===== src/rtl/adc_seq_ctrl_if.sv =====
// Signal bundle for adc_seq_ctrl: GPIO control/status words, scan tick,
// serial ADC pins and the scan sample stream.
interface adc_seq_ctrl_if;
   logic [9:0] gpio_out_i;
   logic [9:0] gpio_in_o;
   logic       tick_i;
   logic       adc_cs_n;
   logic       adc_sclk;
   logic       adc_din;
   logic       adc_dout;
   logic [9:0] scan_data;
   logic       scan_valid;

   modport master (
      input  gpio_out_i, tick_i, adc_dout,
      output gpio_in_o, adc_cs_n, adc_sclk, adc_din, scan_data, scan_valid
   );
   modport slave (
      output gpio_out_i, tick_i, adc_dout,
      input  gpio_in_o, adc_cs_n, adc_sclk, adc_din, scan_data, scan_valid
   );
endinterface


===== src/rtl/adc_seq_ctrl.sv =====
// Serial 10-bit ADC sequencer arbitrating CPU single-shots against tick-paced scans.
// Optional ADC_SCAN_AVG_EN: scan_data becomes a 4-sample running average.
module adc_seq_ctrl #(
   parameter int         CLK_DIV = 25,
   parameter logic [1:0] SCAN_CH = 2'd0
) (
   input  logic           clk_clk,
   input  logic           reset_reset,
   adc_seq_ctrl_if.master bus
);
   typedef enum logic [1:0] {IDLE, CS_SETUP, SHIFT, CS_HOLD} state_t;

   localparam logic [8:0] PH_LAST   = 9'(CLK_DIV - 1);
   localparam logic [8:0] HOLD_LAST = 9'(2 * CLK_DIV - 1);

   state_t     state;
   logic [8:0] cnt;
   logic [3:0] per;
   logic       hi;
   logic       req_q, ack_q;
   logic       cpu_pend, scan_pend;
   logic [1:0] cpu_ch, cur_ch;
   logic       cur_src;
   logic [9:0] shreg, result_reg;
   logic       done, overrun, last_src;
   logic [1:0] last_ch;
   logic       cs_n_r, sclk_r, din_r, scan_valid_r;
   logic [9:0] gpio_in_r, scan_data_r;

   logic       req, view, scan_en, ack;
   logic [1:0] ch;
   logic       req_rise, ack_rise, cpu_grant, scan_grant, busy;
   logic [15:0] cmd;
   logic [9:0] status;
   logic       unused_gpio;

   assign req         = bus.gpio_out_i[9];
   assign view        = bus.gpio_out_i[8];
   assign scan_en     = bus.gpio_out_i[7];
   assign ack         = bus.gpio_out_i[6];
   assign ch          = bus.gpio_out_i[1:0];
   assign unused_gpio = ^bus.gpio_out_i[5:2];

   assign req_rise   = req & ~req_q;
   assign ack_rise   = ack & ~ack_q;
   assign cpu_grant  = (state == IDLE) && cpu_pend;
   assign scan_grant = (state == IDLE) && !cpu_pend && scan_pend && scan_en;
   assign busy       = (state != IDLE);
   assign cmd        = {2'b11, cur_ch, 12'h000};
   assign status     = {done, busy, last_src, overrun, last_ch, 4'b0000};

`ifdef ADC_SCAN_AVG_EN
   logic [2:0][9:0] hist;
   logic [11:0]     avg_sum;
   assign avg_sum = 12'(shreg) + 12'(hist[0]) + 12'(hist[1]) + 12'(hist[2]);
`endif

   always_ff @(posedge clk_clk) begin
      if (reset_reset) begin
         state        <= IDLE;
         cnt          <= '0;
         per          <= '0;
         hi           <= 1'b0;
         req_q        <= 1'b0;
         ack_q        <= 1'b0;
         cpu_pend     <= 1'b0;
         scan_pend    <= 1'b0;
         cpu_ch       <= '0;
         cur_ch       <= '0;
         cur_src      <= 1'b0;
         shreg        <= '0;
         result_reg   <= '0;
         done         <= 1'b0;
         overrun      <= 1'b0;
         last_src     <= 1'b0;
         last_ch      <= '0;
         cs_n_r       <= 1'b1;
         sclk_r       <= 1'b0;
         din_r        <= 1'b0;
         gpio_in_r    <= '0;
         scan_data_r  <= '0;
         scan_valid_r <= 1'b0;
`ifdef ADC_SCAN_AVG_EN
         hist         <= '0;
`endif
      end else begin
         req_q        <= req;
         ack_q        <= ack;
         scan_valid_r <= 1'b0;
         gpio_in_r    <= view ? result_reg : status;

         if (req_rise && !cpu_pend) begin
            cpu_pend <= 1'b1;
            cpu_ch   <= ch;
         end else if (cpu_grant) begin
            cpu_pend <= 1'b0;
         end

         // a tick landing in the grant cycle re-arms the request, not an overrun
         if (!scan_en) scan_pend <= 1'b0;
         else if (bus.tick_i) begin
            scan_pend <= 1'b1;
            if (scan_pend && !scan_grant) overrun <= 1'b1;
         end else if (scan_grant) scan_pend <= 1'b0;

         if (ack_rise) begin
            done    <= 1'b0;
            overrun <= 1'b0;
         end

         case (state)
            IDLE: begin
               if (cpu_grant || scan_grant) begin
                  state   <= CS_SETUP;
                  cnt     <= '0;
                  cs_n_r  <= 1'b0;
                  cur_src <= !cpu_grant;
                  cur_ch  <= cpu_grant ? cpu_ch : SCAN_CH;
               end
            end
            CS_SETUP: begin
               if (cnt == PH_LAST) begin
                  state <= SHIFT;
                  cnt   <= '0;
                  per   <= '0;
                  hi    <= 1'b0;
                  din_r <= cmd[15];
               end else cnt <= cnt + 9'd1;
            end
            SHIFT: begin
               if (cnt != PH_LAST) cnt <= cnt + 9'd1;
               else begin
                  cnt <= '0;
                  if (!hi) begin
                     hi     <= 1'b1;
                     sclk_r <= 1'b1;
                     if (per >= 4'd5 && per <= 4'd14) shreg <= {shreg[8:0], bus.adc_dout};
                  end else begin
                     hi     <= 1'b0;
                     sclk_r <= 1'b0;
                     if (per == 4'd15) begin
                        state  <= CS_HOLD;
                        cs_n_r <= 1'b1;
                        din_r  <= 1'b0;
                     end else begin
                        per   <= per + 4'd1;
                        din_r <= cmd[4'd14 - per];
                     end
                  end
               end
            end
            CS_HOLD: begin
               if (cnt != HOLD_LAST) cnt <= cnt + 9'd1;
               else begin
                  state <= IDLE;
                  cnt   <= '0;
                  if (!cur_src) begin
                     result_reg <= shreg;
                     done       <= 1'b1;
                     last_src   <= 1'b0;
                     last_ch    <= cur_ch;
                  end else begin
                     scan_valid_r <= 1'b1;
                     last_src     <= 1'b1;
`ifdef ADC_SCAN_AVG_EN
                     scan_data_r  <= avg_sum[11:2];
                     hist         <= {hist[1], hist[0], shreg};
`else
                     scan_data_r  <= shreg;
`endif
                  end
               end
            end
            default: state <= IDLE;
         endcase
      end
   end

   assign bus.adc_cs_n   = cs_n_r;
   assign bus.adc_sclk   = sclk_r;
   assign bus.adc_din    = din_r;
   assign bus.gpio_in_o  = gpio_in_r;
   assign bus.scan_data  = scan_data_r;
   assign bus.scan_valid = scan_valid_r;
endmodule


===== src/flat_wrapper.sv =====
// flat-port wrapper written by rule: the top's interface ports become plain ports
module adc_seq_ctrl_flat 
#(
   parameter int         CLK_DIV = 25,
   parameter logic [1:0] SCAN_CH = 2'd0
)
  (clk_clk, reset_reset, bus_gpio_out_i, bus_tick_i, bus_adc_dout, bus_gpio_in_o, bus_adc_cs_n, bus_adc_sclk, bus_adc_din, bus_scan_data, bus_scan_valid);
  adc_seq_ctrl_if bus_i ();
  input  logic clk_clk;
  input  logic reset_reset;
  input wire logic [$bits(bus_i.gpio_out_i)-1:0] bus_gpio_out_i;
  input wire logic [$bits(bus_i.tick_i)-1:0] bus_tick_i;
  input wire logic [$bits(bus_i.adc_dout)-1:0] bus_adc_dout;
  output wire logic [$bits(bus_i.gpio_in_o)-1:0] bus_gpio_in_o;
  output wire logic [$bits(bus_i.adc_cs_n)-1:0] bus_adc_cs_n;
  output wire logic [$bits(bus_i.adc_sclk)-1:0] bus_adc_sclk;
  output wire logic [$bits(bus_i.adc_din)-1:0] bus_adc_din;
  output wire logic [$bits(bus_i.scan_data)-1:0] bus_scan_data;
  output wire logic [$bits(bus_i.scan_valid)-1:0] bus_scan_valid;
  assign bus_i.gpio_out_i = bus_gpio_out_i;
  assign bus_i.tick_i = bus_tick_i;
  assign bus_i.adc_dout = bus_adc_dout;
  assign bus_gpio_in_o = bus_i.gpio_in_o;
  assign bus_adc_cs_n = bus_i.adc_cs_n;
  assign bus_adc_sclk = bus_i.adc_sclk;
  assign bus_adc_din = bus_i.adc_din;
  assign bus_scan_data = bus_i.scan_data;
  assign bus_scan_valid = bus_i.scan_valid;
  adc_seq_ctrl #(.CLK_DIV(CLK_DIV), .SCAN_CH(SCAN_CH)) u_core (.clk_clk(clk_clk), .reset_reset(reset_reset), .bus(bus_i));
endmodule

===== config.mk =====
export PLATFORM = sky130hd
export DESIGN_NAME = adc_seq_ctrl_flat
export DESIGN_NICKNAME = d
export VERILOG_FILES = /design/src/rtl/adc_seq_ctrl_if.sv /design/src/rtl/adc_seq_ctrl.sv /design/src/flat_wrapper.sv
export SDC_FILE = /design/constraint.sdc
export NUM_CORES = 1
export LEC_CHECK = 0
export CELL_PAD_IN_SITES_DETAIL_PLACEMENT = 0
export CELL_PAD_IN_SITES_GLOBAL_PLACEMENT = 1
export CORE_MARGIN = 4
export CORE_UTILIZATION = 46
export CTS_CLUSTER_DIAMETER = 80
export DETAILED_ROUTE_END_ITERATION = 8
export MAX_ROUTING_LAYER = met4
export PLACE_DENSITY_LB_ADDON = 0.1
export SLEW_MARGIN = 10
export SYNTH_ARGS = -nofsm -noshare
export SYNTH_HDL_FRONTEND = slang
export SYNTH_SLANG_ARGS = --single-unit
export TNS_END_PERCENT = 10

===== constraint.sdc =====
create_clock -name clk_clk -period 3.25 [get_ports clk_clk]
set_input_delay 0.65 -clock clk_clk [delete_from_list [all_inputs] [get_ports clk_clk]]
set_output_delay 0.65 -clock clk_clk [all_outputs]
set_load 0.02 [all_outputs]

==> metrics.yaml <==
outcome: "complete, no violations"
grt_setup_unrepaired: "no"
hpwl_um: 4430
dp_cells: 425
max_cap_viol_count: 0
synth_seq_area_share_pct: 46.9
slowest_stage: "or4_4"
syn_to_final_growth_pct: 18.4
grt_pass1_vias: 2192
period_share_pct: 74.0
end_kind: "flop"
clk_latency_ns: 0.34
synth_warnings: 0
cts.sinks: 74
whs_ns: 0.457
setup_viol_count_final: 0
p_switching_mw: 0.699
worstPathRequired_ns: 3.46
grt_usage_pct: 16.5
hold_class: "reg -> reg"
rr_worst_depth: 5
dr.pass1.iters: 4
synth_top_cell_area_share_pct: 46.9
ys_top_cells_by_area: "dfxtp_1 47%, mux2i_1 9.2%, nor2_1 5.5%"
p_leak_nw: 1.44
tightest_slew_ns: 1.07
rows: 29
synth_flop_cell: "dfxtp_1"
root_buffer: "clkbuf_8"
synth_top_cell_by_area: "dfxtp_1"
synth.avg_cell_area_um2: 9.63
syn-num-nets: 355
final_layout_size_suffix_gt1_share_pct: 8.52
synth-edff-count: 0
grt_pass1_wl_um: 10700
n_antenna_cell: 0
power_mw: 2.19
crit_fanout: 11
hold_buffers: 0
dieArea_um2: 8260
finalCriticalPeriod_ns: 2.40
intPower_mw: 1.49
vias: 2370
synth_most_common_cell: "dfxtp_1"
fmax_mhz: 416
instances_no_fill: 441
drt_iter0_drc: 108
syn_inst: 328
path_clk_slew_ns: 0.08
ios: 38
drc: 0
avgRoutedWirePerCell_um: 14.2
skew_ns: 0.00674
slew_viol_final: 0
synth_seq_cells: 74
htree_num_levels: 3
setup_ws_ns: 0.846
cts_tree: "built"
vias_per_cell: 5.37
power_density_nw_per_um2: 585
clock_path_buffers: 2
cp.arrival_ns: 2.61
yosys-top-cells-count: "74 x dfxtp_1, 46 x nor2_1, 29 x mux2i_1"
final.setup.tns_ns: 0
fin_nets: 386
p_seq_share_pct: 44.2
core-area_um2: 6490
p_sw_share_pct: 31.9
ant_nets: 0
cp-start-kind: "flop"
worstSetupPathType: "reg -> reg"
antenna_found_initial: 0
postCtsResizedCells: 0
die_w_um: 90.9
post_cts_buffers: 0
ir_drop_v: 0.000401
finalHoldViolCount: 0
grt_max_degree: 34
relSlewSlack_pct: 28.4
gp_congestion: 0.805
grt_overflow: 0
fp.dieH_um: 90.9
async_flop_share_pct: 0
initial_utilization_pct: 48.6
syn-cell-area_um2: 3160
io_buffers: 33
pwr-share-comb_pct: 23.2
wl_um: 6260
critPathMaxStageDelay_ns: 0.63
p_clk_share_pct: 32.6
cts_made_buffers: 9
crit_chain: "or4_4 -> nor4_4 -> nand3_1 -> mux2i_1 -> nor2_1"
synth.distinct_cells: 47
place_ws_ns: 0.817
hold_path_depth: 1
## worst max-delay path, delay by kind of cell, from the launching register on
family	cells	cell delay, ns
flip-flops	1	0.37
AND/OR/NAND/NOR	4	1.58
multiplexers	1	0.32
## power by group through the flow
stage	Combinational (mW)	Sequential, mW	Clock (mW)
2_1_floorplan	0.356	0.996	0
3_3_place_gp	0.505	0.988	0
3_5_place_dp	0.511	0.989	0
4_1_cts	0.513	0.968	0.740
5_1_grt	0.566	0.973	0.782
6_report	0.508	0.967	0.713
## per-stage QoR
stage,util [%],area [um2]
5_1_grt,57.6,3740
3_3_place_gp,54.5,3540
4_1_cts,57.6,3740
2_1_floorplan,-,3160
6_report,57.6,3740
3_5_place_dp,54.5,3540
## placed cells by master, fill, tap and decap left out, drive strengths merged, types with 3 or more instances in the layout
cell type,count
dfxtp,74
nor2,47
clkdlybuf4s50,32
mux2i,29
nand2,20
a21oi,15
ha,13
inv,13
a22o,12
nand3,11
clkbuf,9
a31oi,8
nor2b,7
nand3b,7
and2,5
o21ai,5
nand4,5
and3,5
buf,5
a211oi,5
nand2b,4
clkinv,3
## metal layers
metal	global-route usage [%]	part of all wire, %	vias to the layer above
li1	-	-	1227
met1	23.4	52	1094
met2	22.6	42	39
met3	4.17	3.6	10
met4	5.65	1.5	0
met5	-	0	-
## final cells by class
type / instances / area (um2)
sequential: 74 / 1480
tap: 77 / 96.3
clock inverter: 7 / 75.1
clock buffer: 9 / 124
timing repair buffer: 37 / 355
fill: 570 / 2760
inverter: 10 / 37.5
multi-input combinational: 227 / 1570
## path summary, 6_finish.rpt
kind | start | end | slack, ns
hold / removal | u_core.done | u_core.done | 0.46
setup reg to reg | u_core.cnt[2] | u_core.bus.scan_data[4] | 0.85
hold reg to reg | u_core.done | u_core.done | 0.46
setup / recovery | u_core.cnt[2] | u_core.bus.scan_data[4] | 0.85
## kinds of logic (layout without fill, tap and decap cells)
family / Yosys count / in the layout / synth area share (%)
AOI/OAI and AO/OA: 59 / 59 / 14.0
adders and majority gates: 13 / 13 / 5.15
buffers and inverters: 27 / 63 / 3.41
and+or+nand+nor: 124 / 124 / 20.6
muxes: 31 / 31 / 9.90
DFF: 74 / 74 / 46.9
No activity file was read; power rests on OpenSTA's default activity.
==> patch: new RTL, config.mk and constraints unchanged <==
Reset style: asynchronous (`reset_reset`), changed in one clocked block.
--- a/src/rtl/adc_seq_ctrl.sv
+++ b/src/rtl/adc_seq_ctrl.sv
@@ -55,7 +55,7 @@
    assign avg_sum = 12'(shreg) + 12'(hist[0]) + 12'(hist[1]) + 12'(hist[2]);
 `endif
 
-   always_ff @(posedge clk_clk) begin
+   always_ff @(posedge clk_clk or posedge reset_reset) begin
       if (reset_reset) begin
          state        <= IDLE;
          cnt          <= '0;
Check against the original RTL: differs if reset_reset is asserted again (counterexample within 4 cycles, from zero or initial values and one cycle with reset_reset high); with reset_reset held inactive, the same outputs for 10 cycles.
==> patch against the unedited design <==
- first-iteration DRC count shrank 19%
- routed wire length decreased by 2.5%
- cell area up 4.7%
- via count down 12%
- global-route usage fell by 0.60 points
- count of clock-buffer cells in the layout is the same
- worst setup slack got worse by 0.015 ns
- synthesized cell count shrank 20%
- sequential cell count did not move
- sequential share of layout area up 7.7 points
- synthesized area grew 3.2%
- critical path type unchanged
- highest routed layer unchanged
Power is not compared: it rests on default switching activity, and its combinational part moved more than twofold at a synthesized area within 25%.
==> patch: results (changes against the unedited design) <==
[yosys]
yosys.area_share.xor_xnor_pct = 0.5372  ; +0.54 points
synth_cell_types = 42  ; -11%
synth_area_per_cell_um2 = 12.45  ; +29%
synth_fa_ha_area_share_pct = 4.988  ; -0.16 points
synthArstFlopShare_pct = 100.0  ; +100 points
synth_seq_area_share_pct = 56.83  ; +9.9 points
netlist_top_cells_area = dfrtp_1 (56%), mux2_2 (14%), ha_1 (5.0%)
synth_fp_nets = 289  ; -19%
synth_compound_area_share_pct = 8.826  ; -5.2 points
synthMuxAreaShare_pct = 15.39  ; +5.5 points

[drt]
wl_met1_um = 2961  ; -9.7%
totalWireLength_um = 6102  ; -2.5%
drtIter0Drc = 88  ; -19%
wire_per_inst_um = 15.18  ; +6.9%
drt-pass1-iter-count = 6  ; +2
dr_wl_met3_um = 248  ; +8.8%
dr_wl_met2_um = 2835  ; +6.6%
avgViaCountPerCell = 5.201  ; -3.2%

[worst_setup_path]
worstPathArrival_ns = 2.64  ; +0.03 ns
worst_r2r_startpoint = u_core.cnt[2]
cp_max_fo = 12  ; +1

[layout]
finalCoreUtilization_pct = 57.33  ; -0.25 points
seq_share_pct = 47.32  ; +7.7 points
nNetsFinal = 329  ; -15%
n_fill_cell = 608  ; +6.7%
buf_share_pct = 9.137  ; -0.36 points
nNonClkBuffers = 35  ; -5.4%
clock_tree_area_fraction_pct = 5.463  ; +0.14 points
multi_input_gates = 168  ; -26%
layout-drive-gt1-share_pct = 21.57  ; +13 points
inverters = 14  ; +4
multi_input_area_um2 = 1319  ; -16%

[global_route]
met3_usage_pct = 4.594  ; +0.43 points
use_met1_pct = 21.45  ; -2.0 points
grt_use_total_pct = 15.87  ; -0.60 points
grt_pass1_wl_um = 10360  ; -2.8%
grt_pass1_vias = 2070  ; -5.6%
met2_usage_pct = 23.48  ; +0.87 points

[outcome]
status = complete, no violations

[clock_tree]
ctsResizeCount = 0  ; unchanged
cts_sinks = 74  ; unchanged
insertion_delay_ns = 0.34  ; about the same

[place]
placed_area_um2 = 3702  ; +4.6%
dpl.hpwl_um = 4074  ; -7.9%
routabilityCongestion = 0.7607  ; -5.5%
dp.cells = 387  ; -8.9%

[timing]
finClkSkew_ns = 0.01240  ; +0.005657 ns

[worst_hold_path]
min_from = u_core.done

[floorplanning]
die_x_um = 92.19  ; +1.4%

==> patch: final timing paths <==
path | endpoint | slack [ns] | cells past startpoint
min reg2reg | u_core.done | 0.48 | 1
min in group asynchronous | u_core.cpu_ch[1] | 0.73 | 3
max in group asynchronous | u_core.bus.adc_cs_n | 2.20 | 3
max reg2reg | u_core.bus.scan_data[3] | 0.83 | 4
max | u_core.bus.scan_data[3] | 0.83 | 4
min | u_core.done | 0.48 | 1
==> patch: worst max-delay path: stages, from the launching register on <==
cell and delay [ns]:
dfrtp_1 0.43, or4_4 0.58, nor4_1 0.35, nand3_1 0.50
mux2_2 0.44
==> patch: power groups by stage <==
stage / sequential, mW / clock (mW) / combinational [mW]
after global placement: 0.967 / 0 / 0.0612
after detailed placement: 0.967 / 0 / 0.0623
after global routing: 0.952 / 0.842 / 0.0664
after floorplan: 0.964 / 0 / 0.0336
after CTS: 0.949 / 0.798 / 0.0624
final: 0.949 / 0.777 / 0.0602
